**config.mk**
```make
export PLATFORM = sky130hd
export DESIGN_NAME = cam_packetizer_param
export DESIGN_NICKNAME = d
export VERILOG_FILES = /design/src/rtl/cam_packetizer_param.sv
export SDC_FILE = /design/constraint.sdc
export NUM_CORES = 1
export LEC_CHECK = 0
export ABC_AREA = 1
export CORE_MARGIN = 3
export CORE_UTILIZATION = 40
export DETAILED_ROUTE_END_ITERATION = 8
export MAX_ROUTING_LAYER = met4
export PLACE_DENSITY_LB_ADDON = 0.3
export SLEW_MARGIN = 25
export SYNTH_ARGS = -nofsm -noshare
export SYNTH_HDL_FRONTEND = slang
export SYNTH_SLANG_ARGS = --single-unit
```
**constraint.sdc**
```tcl
create_clock -name clk_i -period 2.7 [get_ports clk_i]
set_input_delay 0.675 -clock clk_i [delete_from_list [all_inputs] [get_ports clk_i]]
set_output_delay 0.675 -clock clk_i [all_outputs]
set_load 0.03 [all_outputs]
```
**src/rtl/cam_packetizer_param.sv**
```systemverilog
// Camera packetizer: frames camera lines (data packets) and status dumps (control packets) into
// {marker, payload} words with valid/ready handshake, a pixel skid buffer and drop accounting.
// Optional feature macro: PKT_SEQNUM_EN (header word 3 carries a wrapping 8-bit sequence number;
// when undefined that word is the constant 0x01 and no sequence register exists).
module cam_packetizer_param #(
  parameter int unsigned DATA_W   = 8,
  parameter int unsigned CTRL_LEN = 101,
  parameter int unsigned PAD_LEN  = 2,
  parameter int unsigned BUF_AW   = 4
) (
  input  logic              clk_i,
  input  logic              rst_i,
  input  logic              go_i,
  input  logic              stop_i,
  input  logic [DATA_W-1:0] cam_data_i,
  input  logic              cam_pclk_en_i,
  input  logic              cam_href_i,
  input  logic              cam_vsync_i,
  input  logic [DATA_W-1:0] status_data_i,
  output logic [7:0]        status_addr_o,
  output logic [DATA_W:0]   out_data_o,
  output logic              out_valid_o,
  input  logic              out_ready_i,
  output logic [15:0]       drop_cnt_o,
  output logic              busy_o
);

  localparam int unsigned Depth = 2 ** BUF_AW;
  localparam logic [7:0] LastHdr  = 8'd5;
  localparam logic [7:0] LastCtrl = 8'(CTRL_LEN - 1);
  localparam logic [7:0] LastPad  = 8'(PAD_LEN - 1);

  typedef enum logic [2:0] {StIdle, StHdr, StType, StCtrl, StData, StTrail} state_e;

  state_e state_q, state_d;
  logic [7:0] cnt_q, cnt_d;
  logic       kind_q, kind_d;  // 1: data packet, 0: control packet

  // Capture pins pass through one register stage; pixels are delayed by the same stage so the
  // pixel that coincides with the href edge is still available when the edge is seen.
  logic vsync_q, vsync_qq, href_q, href_qq, stop_q, stop_qq, pclk_q;
  logic [DATA_W-1:0] pix_q;
  logic vsync_rise, href_rise, stop_rise, abort;

  logic [DATA_W-1:0] mem [Depth];
  logic [BUF_AW-1:0] wr_ptr_q, rd_ptr_q;
  logic [BUF_AW:0]   count_q;
  logic              empty, full, wr_req, wr_ok, rd, flush, drop;
  logic [15:0]       drop_cnt_q;
  logic [DATA_W-1:0] seq_word, hdr_word;

  assign vsync_rise = vsync_q & ~vsync_qq;
  assign href_rise  = href_q & ~href_qq;
  assign stop_rise  = stop_q & ~stop_qq;
  assign abort      = stop_rise & (state_q inside {StHdr, StType, StCtrl, StData});
  assign empty      = (count_q == '0);
  assign full       = (count_q == (BUF_AW + 1)'(Depth));
  assign wr_ok      = wr_req & (~full | rd);
  assign drop       = wr_req & full & ~rd;
  assign drop_cnt_o = drop_cnt_q;
  assign busy_o     = (state_q != StIdle);

`ifdef PKT_SEQNUM_EN
  logic [7:0] seq_q;
  assign seq_word = DATA_W'(seq_q);

  // Sequence number advances when the last trailer word is accepted.
  always_ff @(posedge clk_i) begin
    if (rst_i) begin
      seq_q <= 8'h00;
    end else if (state_q == StTrail && out_ready_i && cnt_q == LastPad) begin
      seq_q <= seq_q + 8'd1;
    end
  end
`else
  assign seq_word = DATA_W'(8'h01);
`endif

  // Header word selected by position within the header.
  always_comb begin
    hdr_word = DATA_W'(8'hAF);
    case (cnt_q)
      8'd0:    hdr_word = DATA_W'(8'h0D);
      8'd1:    hdr_word = DATA_W'(8'h0A);
      8'd2:    hdr_word = seq_word;
      8'd3:    hdr_word = DATA_W'(8'hCC);
      8'd4:    hdr_word = DATA_W'(8'hCC);
      default: hdr_word = DATA_W'(8'hAF);
    endcase
  end

  // Input stage registers for edge detection and pixel alignment.
  always_ff @(posedge clk_i) begin
    if (rst_i) begin
      vsync_q  <= 1'b0;
      vsync_qq <= 1'b0;
      href_q   <= 1'b0;
      href_qq  <= 1'b0;
      stop_q   <= 1'b0;
      stop_qq  <= 1'b0;
      pclk_q   <= 1'b0;
      pix_q    <= '0;
    end else begin
      vsync_q  <= cam_vsync_i;
      vsync_qq <= vsync_q;
      href_q   <= cam_href_i;
      href_qq  <= href_q;
      stop_q   <= stop_i;
      stop_qq  <= stop_q;
      pclk_q   <= cam_pclk_en_i;
      pix_q    <= cam_data_i;
    end
  end

  // FSM state and per-packet word counter.
  always_ff @(posedge clk_i) begin
    if (rst_i) begin
      state_q <= StIdle;
      cnt_q   <= 8'd0;
      kind_q  <= 1'b0;
    end else begin
      state_q <= state_d;
      cnt_q   <= cnt_d;
      kind_q  <= kind_d;
    end
  end

  // Next state, output word and buffer control.
  always_comb begin
    state_d       = state_q;
    cnt_d         = cnt_q;
    kind_d        = kind_q;
    out_valid_o   = 1'b0;
    out_data_o    = '0;
    status_addr_o = 8'd0;
    wr_req        = 1'b0;
    rd            = 1'b0;
    flush         = 1'b0;
    unique case (state_q)
      StIdle: begin
        if (go_i && vsync_rise) begin
          state_d = StHdr;
          kind_d  = 1'b0;
          cnt_d   = 8'd0;
        end else if (go_i && href_rise) begin
          state_d = StHdr;
          kind_d  = 1'b1;
          cnt_d   = 8'd0;
          wr_req  = pclk_q;  // first pixel of the line arrives with its edge
        end
      end
      StHdr: begin
        out_valid_o = 1'b1;
        out_data_o  = {1'b1, hdr_word};
        wr_req      = kind_q & pclk_q & href_q;
        if (out_ready_i) begin
          if (cnt_q == LastHdr) begin
            state_d = StType;
            cnt_d   = 8'd0;
          end else begin
            cnt_d = cnt_q + 8'd1;
          end
        end
      end
      StType: begin
        out_valid_o = 1'b1;
        out_data_o  = {1'b1, (kind_q ? DATA_W'(8'hFF) : DATA_W'(8'h00))};
        wr_req      = kind_q & pclk_q & href_q;
        if (out_ready_i) begin
          state_d = kind_q ? StData : StCtrl;
          cnt_d   = 8'd0;
        end
      end
      StCtrl: begin
        out_valid_o   = 1'b1;
        status_addr_o = cnt_q;
        out_data_o    = {1'b1, status_data_i};
        if (out_ready_i) begin
          if (cnt_q == LastCtrl) begin
            state_d = StTrail;
            cnt_d   = 8'd0;
          end else begin
            cnt_d = cnt_q + 8'd1;
          end
        end
      end
      StData: begin
        out_valid_o = ~empty;
        out_data_o  = {1'b1, mem[rd_ptr_q]};
        wr_req      = pclk_q & href_q;
        rd          = ~empty & out_ready_i;
        if (!href_q && empty) begin
          state_d = StTrail;
          cnt_d   = 8'd0;
        end
      end
      StTrail: begin
        out_valid_o = 1'b1;
        if (out_ready_i) begin
          if (cnt_q == LastPad) begin
            state_d = StIdle;
            cnt_d   = 8'd0;
          end else begin
            cnt_d = cnt_q + 8'd1;
          end
        end
      end
      default: state_d = StIdle;
    endcase
    // Abort withdraws the pending word, empties the buffer and jumps straight to the trailer.
    if (abort) begin
      out_valid_o = 1'b0;
      wr_req      = 1'b0;
      rd          = 1'b0;
      flush       = 1'b1;
      state_d     = StTrail;
      cnt_d       = 8'd0;
    end
  end

  // Pixel FIFO pointers and occupancy; a write into a full buffer succeeds only alongside a read.
  always_ff @(posedge clk_i) begin
    if (rst_i || flush) begin
      wr_ptr_q <= '0;
      rd_ptr_q <= '0;
      count_q  <= '0;
    end else begin
      if (wr_ok) wr_ptr_q <= wr_ptr_q + 1'b1;
      if (rd)    rd_ptr_q <= rd_ptr_q + 1'b1;
      case ({wr_ok, rd})
        2'b10:   count_q <= count_q + 1'b1;
        2'b01:   count_q <= count_q - 1'b1;
        default: count_q <= count_q;
      endcase
    end
  end

  // Pixel storage.
  always_ff @(posedge clk_i) begin
    if (wr_ok) mem[wr_ptr_q] <= pix_q;
  end

  // Saturating count of pixels discarded on overflow.
  always_ff @(posedge clk_i) begin
    if (rst_i) begin
      drop_cnt_q <= 16'd0;
    end else if (drop && drop_cnt_q != 16'hFFFF) begin
      drop_cnt_q <= drop_cnt_q + 16'd1;
    end
  end

endmodule

```
; Word-level counts from Yosys, hierarchy flattened
; Memories as Yosys holds them, arrays and structs flattened. A register that Yosys moved wholly into a read port is not among the register bits.
; Index checks and enable logic that the tools add are counted.
[word_totals]
ramBits = 128
mem_count = 1
reg_bits = 56
input_bits = 24
[op_classes]
n_addsub = 6
n_reduce_logical = 22
n_mux = 44
n_eq_ne = 33
bitwise = 18
[memory_table]
columns = name, words, width, rd, rd_ports_with_merged_regs, write_ports, line
row1 = mem, 16, 8, 1, 1, 1, 45  ; logic [DATA_W-1:0] mem [Depth];
[op_table]
columns = op, count
row1 = 8-bit two-way mux, 12
row2 = 8-bit case mux with 6 select lines, 1
row3 = 3-bit two-way mux, 12
row4 = 9-bit case mux with 4 select lines, 1
row5 = 8-bit case mux with 4 select lines, 1
row6 = 3-bit inequality test (second input constant), 6
row7 = 3-bit case mux with 6 select lines, 1
row8 = 9-bit AND reduction, 2
row9 = 16-bit by 1-bit adder with 16-bit output (second input constant), 1
row10 = 8-bit by 2-bit equality test with 1-bit output (second input constant), 2
row11 = 8-bit by 3-bit equality test with 1-bit output (second input constant), 2
row12 = 16-bit inequality test (second input constant), 1
row13 = 1-bit AND, 11
row14 = 1-bit two-way mux, 11
row15 = 2-bit inequality test (second input constant), 5
row16 = 5-bit case mux with 2 select lines, 1
row17 = 3-bit by 2-bit inequality test with 1-bit output (second input constant), 3
row18 = 4-bit by 1-bit adder with 4-bit output (second input constant), 2
row19 = 8-bit by 1-bit adder with 8-bit output (second input constant), 1
row20 = 8-bit by 1-bit equality test with 1-bit output (second input constant), 1
row21 = 8-bit by 7-bit equality test with 1-bit output (second input constant), 1
row22 = 8-bit zero test, 1
row23 = 4-bit two-way mux, 2
row24 = 7-bit AND reduction, 1
row25 = 26 further kinds, 41

; Depth between registers and ports, before layout
[depth]
word_depth = 10
mapped_depth = 18
mapped_depth_nobuf = 18

; Worst setup path before layout
; OpenSTA, ideal clock, no wires.
[synth_path]
path_type = input to register
from = input port go_i
to = register count_q[4]
cell_stages = 15
n_path_buf = 0
setup_slack_ns = 0.376
arrival_ns = 2.209
required_ns = 2.585
path_cell_list = nand2_1 -> nor2_1 -> nand3_1 -> nand3_1 -> nand2_4 -> nand2_2 -> inv_1 -> ha_1 -> a21o_1 -> a31oi_1 -> inv_1 -> nand2_1 -> nand3_1 -> nand2_1 -> nor2_1
[synth_between]
elab_chain_cells = 8
word_cells_on_any_way = 11
classes_between = eq/ne (2) / mux (5) / bitwise (1) / reduce/logical (3)
[synth_rtl]
columns = item, line
row1 = from (decl), 13  ; input logic go_i,
row2 = 1-bit logical AND, 145  ; end else if (go_i && href_rise) begin
row3 = 1-bit two-way mux, 145
row4 = 1-bit two-way mux *, 141  ; if (go_i && vsync_rise) begin
row5 = 1-bit case mux with 3 select lines *, 139  ; unique case (state_q)
row6 = 1-bit two-way mux *, 211  ; if (abort) begin
row7 = 1-bit AND *, 58  ; assign wr_ok = wr_req & (~full | rd);
row8 = 2-bit by 1-bit equality test with 1-bit output / 2-bit equality test (equally long branches), 230  ; case ({wr_ok, rd})
row9 = 5-bit case mux with 2 select lines / 2-bit nonzero test (equally long branches), n/a
row10 = to (signal assigned), 231  ; 2'b10: count_q <= count_q + 1'b1;
row11 = to (signal assigned), 232  ; 2'b01: count_q <= count_q - 1'b1;
row12 = to (signal assigned), 233  ; default: count_q <= count_q;
row13 = to (decl), 47  ; logic [BUF_AW:0] count_q;
; Every way passes the cells marked *; elsewhere a longest branch is shown, timed or not.
; A chain may end at the register's enable or synchronous reset.

==> run summary <==
port bufs = 58
status = finished with violations
maximum VDD drop = 0.0004004 V
GRT Util Overall = 18.43%
vias in the first global route = 6324
top cell type's share of synthesized area = 45.16%
Worst EP required = 2030 ps
fin. max-slew vios = 0
achievable frequency = 361.0 MHz
Mapped Cells = 882
I/O pin total = 59
Hold Path Class = reg -> reg
Congestion Overflow GR = 0
Layout Utilization = 51.95%
setup violators final = 6
crit path capture type = output pin
Worst Hold Path EP = stop_qq
DRT Pass-1 Iters = 5
met1 usage = 25.12%
failing checks = setup timing
WL per Instance = 16.42 um
r2r setup slk = 320 ps
CP top delay family = buffers and inverters
1st-iter DRT viols = 477
Final Skew = 14.39 ps
synthesis-to-finish area growth = 25.51%
final setup TNS = -234.5 ps
Max clock buf depth = 2
Pwr Density = 669.0 mW/mm2
global-route met2 utilization = 28.87%
slowest stage delay, CP = 400 ps
busiest grt layer = met2
Clk Latency, worst-skew pair = 430 ps
post-DP HPWL = 13.84 mm
CP cell instances = buf_12, buf_8, nor2_2, nor2_1, o21ai_1, o211ai_1, o211ai_1, nand2_1, nand2_1, nand3_2, buf_6
syn nets = 920
Netlist cell types = 44
register area share after synthesis = 59.28%
Syn Area/Cell = 9.649 um2
Crit Path Class = reg -> out
Die ar. = 0.02306 mm2
FF-to-FF Start = state_q[0]
cell chosen for the clock root = clkbuf_16
htree depth = 4
Tot Pwr = 7.146 mW
Tmin final = 2770 ps
Hold-fix buffers, CTS = 0
Post-Route WL = 20.95 mm
Fillers = 1852
# nets final = 1031
Clock Sinks = 188
Ys Warns = 0
Register-to-Register Path Depth = 17
WP data arrival = 2100 ps
die height = 151.9 um
core box area = 0.02056 mm2
max_cap viols = 0
Static Leak = 4.059 nW
Hold Fails Final Rpt = 0
Critical-path top delay cell = dfxtp_4
dominant cells by area after synthesis = edfxtp_1, dfxtp_1, nor2_1
met3 usage = 2.929%
Worst-Margin Slew = 738.6 ps
initial core utilization = 41.39%
Antenna diodes = 0
fin area = 0.01068 mm2
mapped cell area = 0.008511 mm2
slew margin rel. = 50.69%
area leader, netlist = edfxtp_1
most used flip-flop cell after synthesis = edfxtp_1
largest net degree at the start of global routing = 33
RSZ-0062 raised after global routing = yes
layout cells sized above 1 = 18.09%
initial antenna violation count = 0
Hold WS = 461.5 ps
Post-synth EDFFs = 128
worst setup margin = -70.30 ps
routed vias = 6612
Core Rows = 52
routability cong. = 0.9400
Hold Path Depth = 2
Die W = 151.9 um
via/cell ratio = 5.182
crit share post-route = 102.6%
placed cell areas = 0.009659 mm2
first-pass GRT wire length = 33.59 mm
CTS Buf Count = 17
Async SR Flop Fraction = 0%
FF+latch count, synth = 188
post-route ant nets = 0
Worst-path clk slew = 70 ps
CTS tree = yes
DRC = 0
CP max FO = 9
HP Start = stop_q
Setup crit start kind = flop
crit path buf inv count = 3
Critical R2R Capture = count_q[4]
==> state kept, by name (all words and copies together) (netlist names), 3 cells and up, named ones only <==
signal and count:
rd_ptr_q 4, mem 128, drop_cnt_o 16, pix_q 8, count_q 5, cnt_q 8, state_q 3, wr_ptr_q 4
==> area by class of cell <==
cell class	instances	area, um2	area share (%)
multi-input combinational	587	3138	29.38
tap	270	337.8	3.163
timing repair buffer	121	1236	11.57
clock buffer	17	425.4	3.983
sequential	188	5057	47.35
clock inverter	15	168.9	1.581
inverter	78	317.8	2.975
==> cells in the mapped netlist (13+ instances only) <==
| cell | number |
|---|---|
| o21ai_0 | 90 |
| edfxtp_1 | 128 |
| nand2_1 | 116 |
| ha_1 | 13 |
| o221ai_1 | 13 |
| inv_1 | 68 |
| o211ai_1 | 14 |
| dfxtp_1 | 60 |
| clkbuf_1 | 25 |
| nor2_1 | 178 |
| nand3_1 | 46 |
| a21oi_1 | 30 |
==> worst max-delay path by stage <==
stage	endpoint	cells after the start
floorplan	count_q[4]	15
global placement	count_q[4]	16
detailed placement	count_q[4]	14
CTS	out_data_o[2]	10
global route	out_data_o[7]	11
finish	out_data_o[7]	11
==> worst min-delay path, cell delays in order, from the launching register on <==
cell,delay (ps)
dfxtp_1,300
inv_1,80
nor2_1,40
==> cells in the final DEF (no fill, tap or decap), drive strengths merged, types with 6 or more instances in the layout <==
| master | instances |
|---|---|
| o211ai | 14 |
| dfxtp | 60 |
| clkbuf | 19 |
| nor2 | 185 |
| ha | 13 |
| a31oi | 6 |
| edfxtp | 128 |
| nand2 | 129 |
| clkdlybuf4s50 | 40 |
| o221ai | 13 |
| inv | 86 |
| nor3 | 7 |
| o22ai | 12 |
| a21oi | 30 |
| nand4 | 13 |
| o21ai | 94 |
| nand3 | 51 |
| buf | 70 |
==> kinds of logic (layout without fill, tap and decap cells) <==
| group | Yosys count | in the layout | share of synthesized area, % |
|---|---|---|---|
| AND/OR/NAND/NOR | 393 | 393 | 21.13 |
| buffers and inverters | 107 | 231 | 5.101 |
| flip-flops | 188 | 188 | 59.28 |
| adder cells (fa/ha/maj) | 14 | 14 | 2.146 |
| AO/OA/AOI/OAI | 173 | 173 | 11.63 |
| XOR/XNOR | 7 | 7 | 0.7204 |
==> power breakdown <==
part / leakage (nW) / total, mW / switching, mW / internal (mW)
combinational: 2.11 / 1.42 / 0.895 / 0.530
clock: 0.289 / 2.49 / 1.17 / 1.32
sequential: 1.66 / 3.23 / 0.101 / 3.13
total: 4.06 / 7.15 / 2.16 / 4.98
==> routing by layer <==
layer  vias to the layer above  share of wire, %
met5                         -                 0
met4                         0               1.9
met3                        28               4.4
met2                       186                47
met1                      3126                47
li1                       3272                 -
==> what timing repair did <==
item,in CTS,in global routing
setup endpoints to repair,13,14
setup buffers,6,5
gates cloned,4,1
pin swaps,16,15
gates resized for setup,62,39
==> stage by stage <==
step	setup WS, ps	instances
after floorplan	375.8	882
after global placement	-148.5	1228
after CTS	-35.88	1270
after global routing	-139.8	1276
after detailed placement	-183.3	1228
final	-70.30	1276
Note: power is estimated with default switching activity, not from simulation.
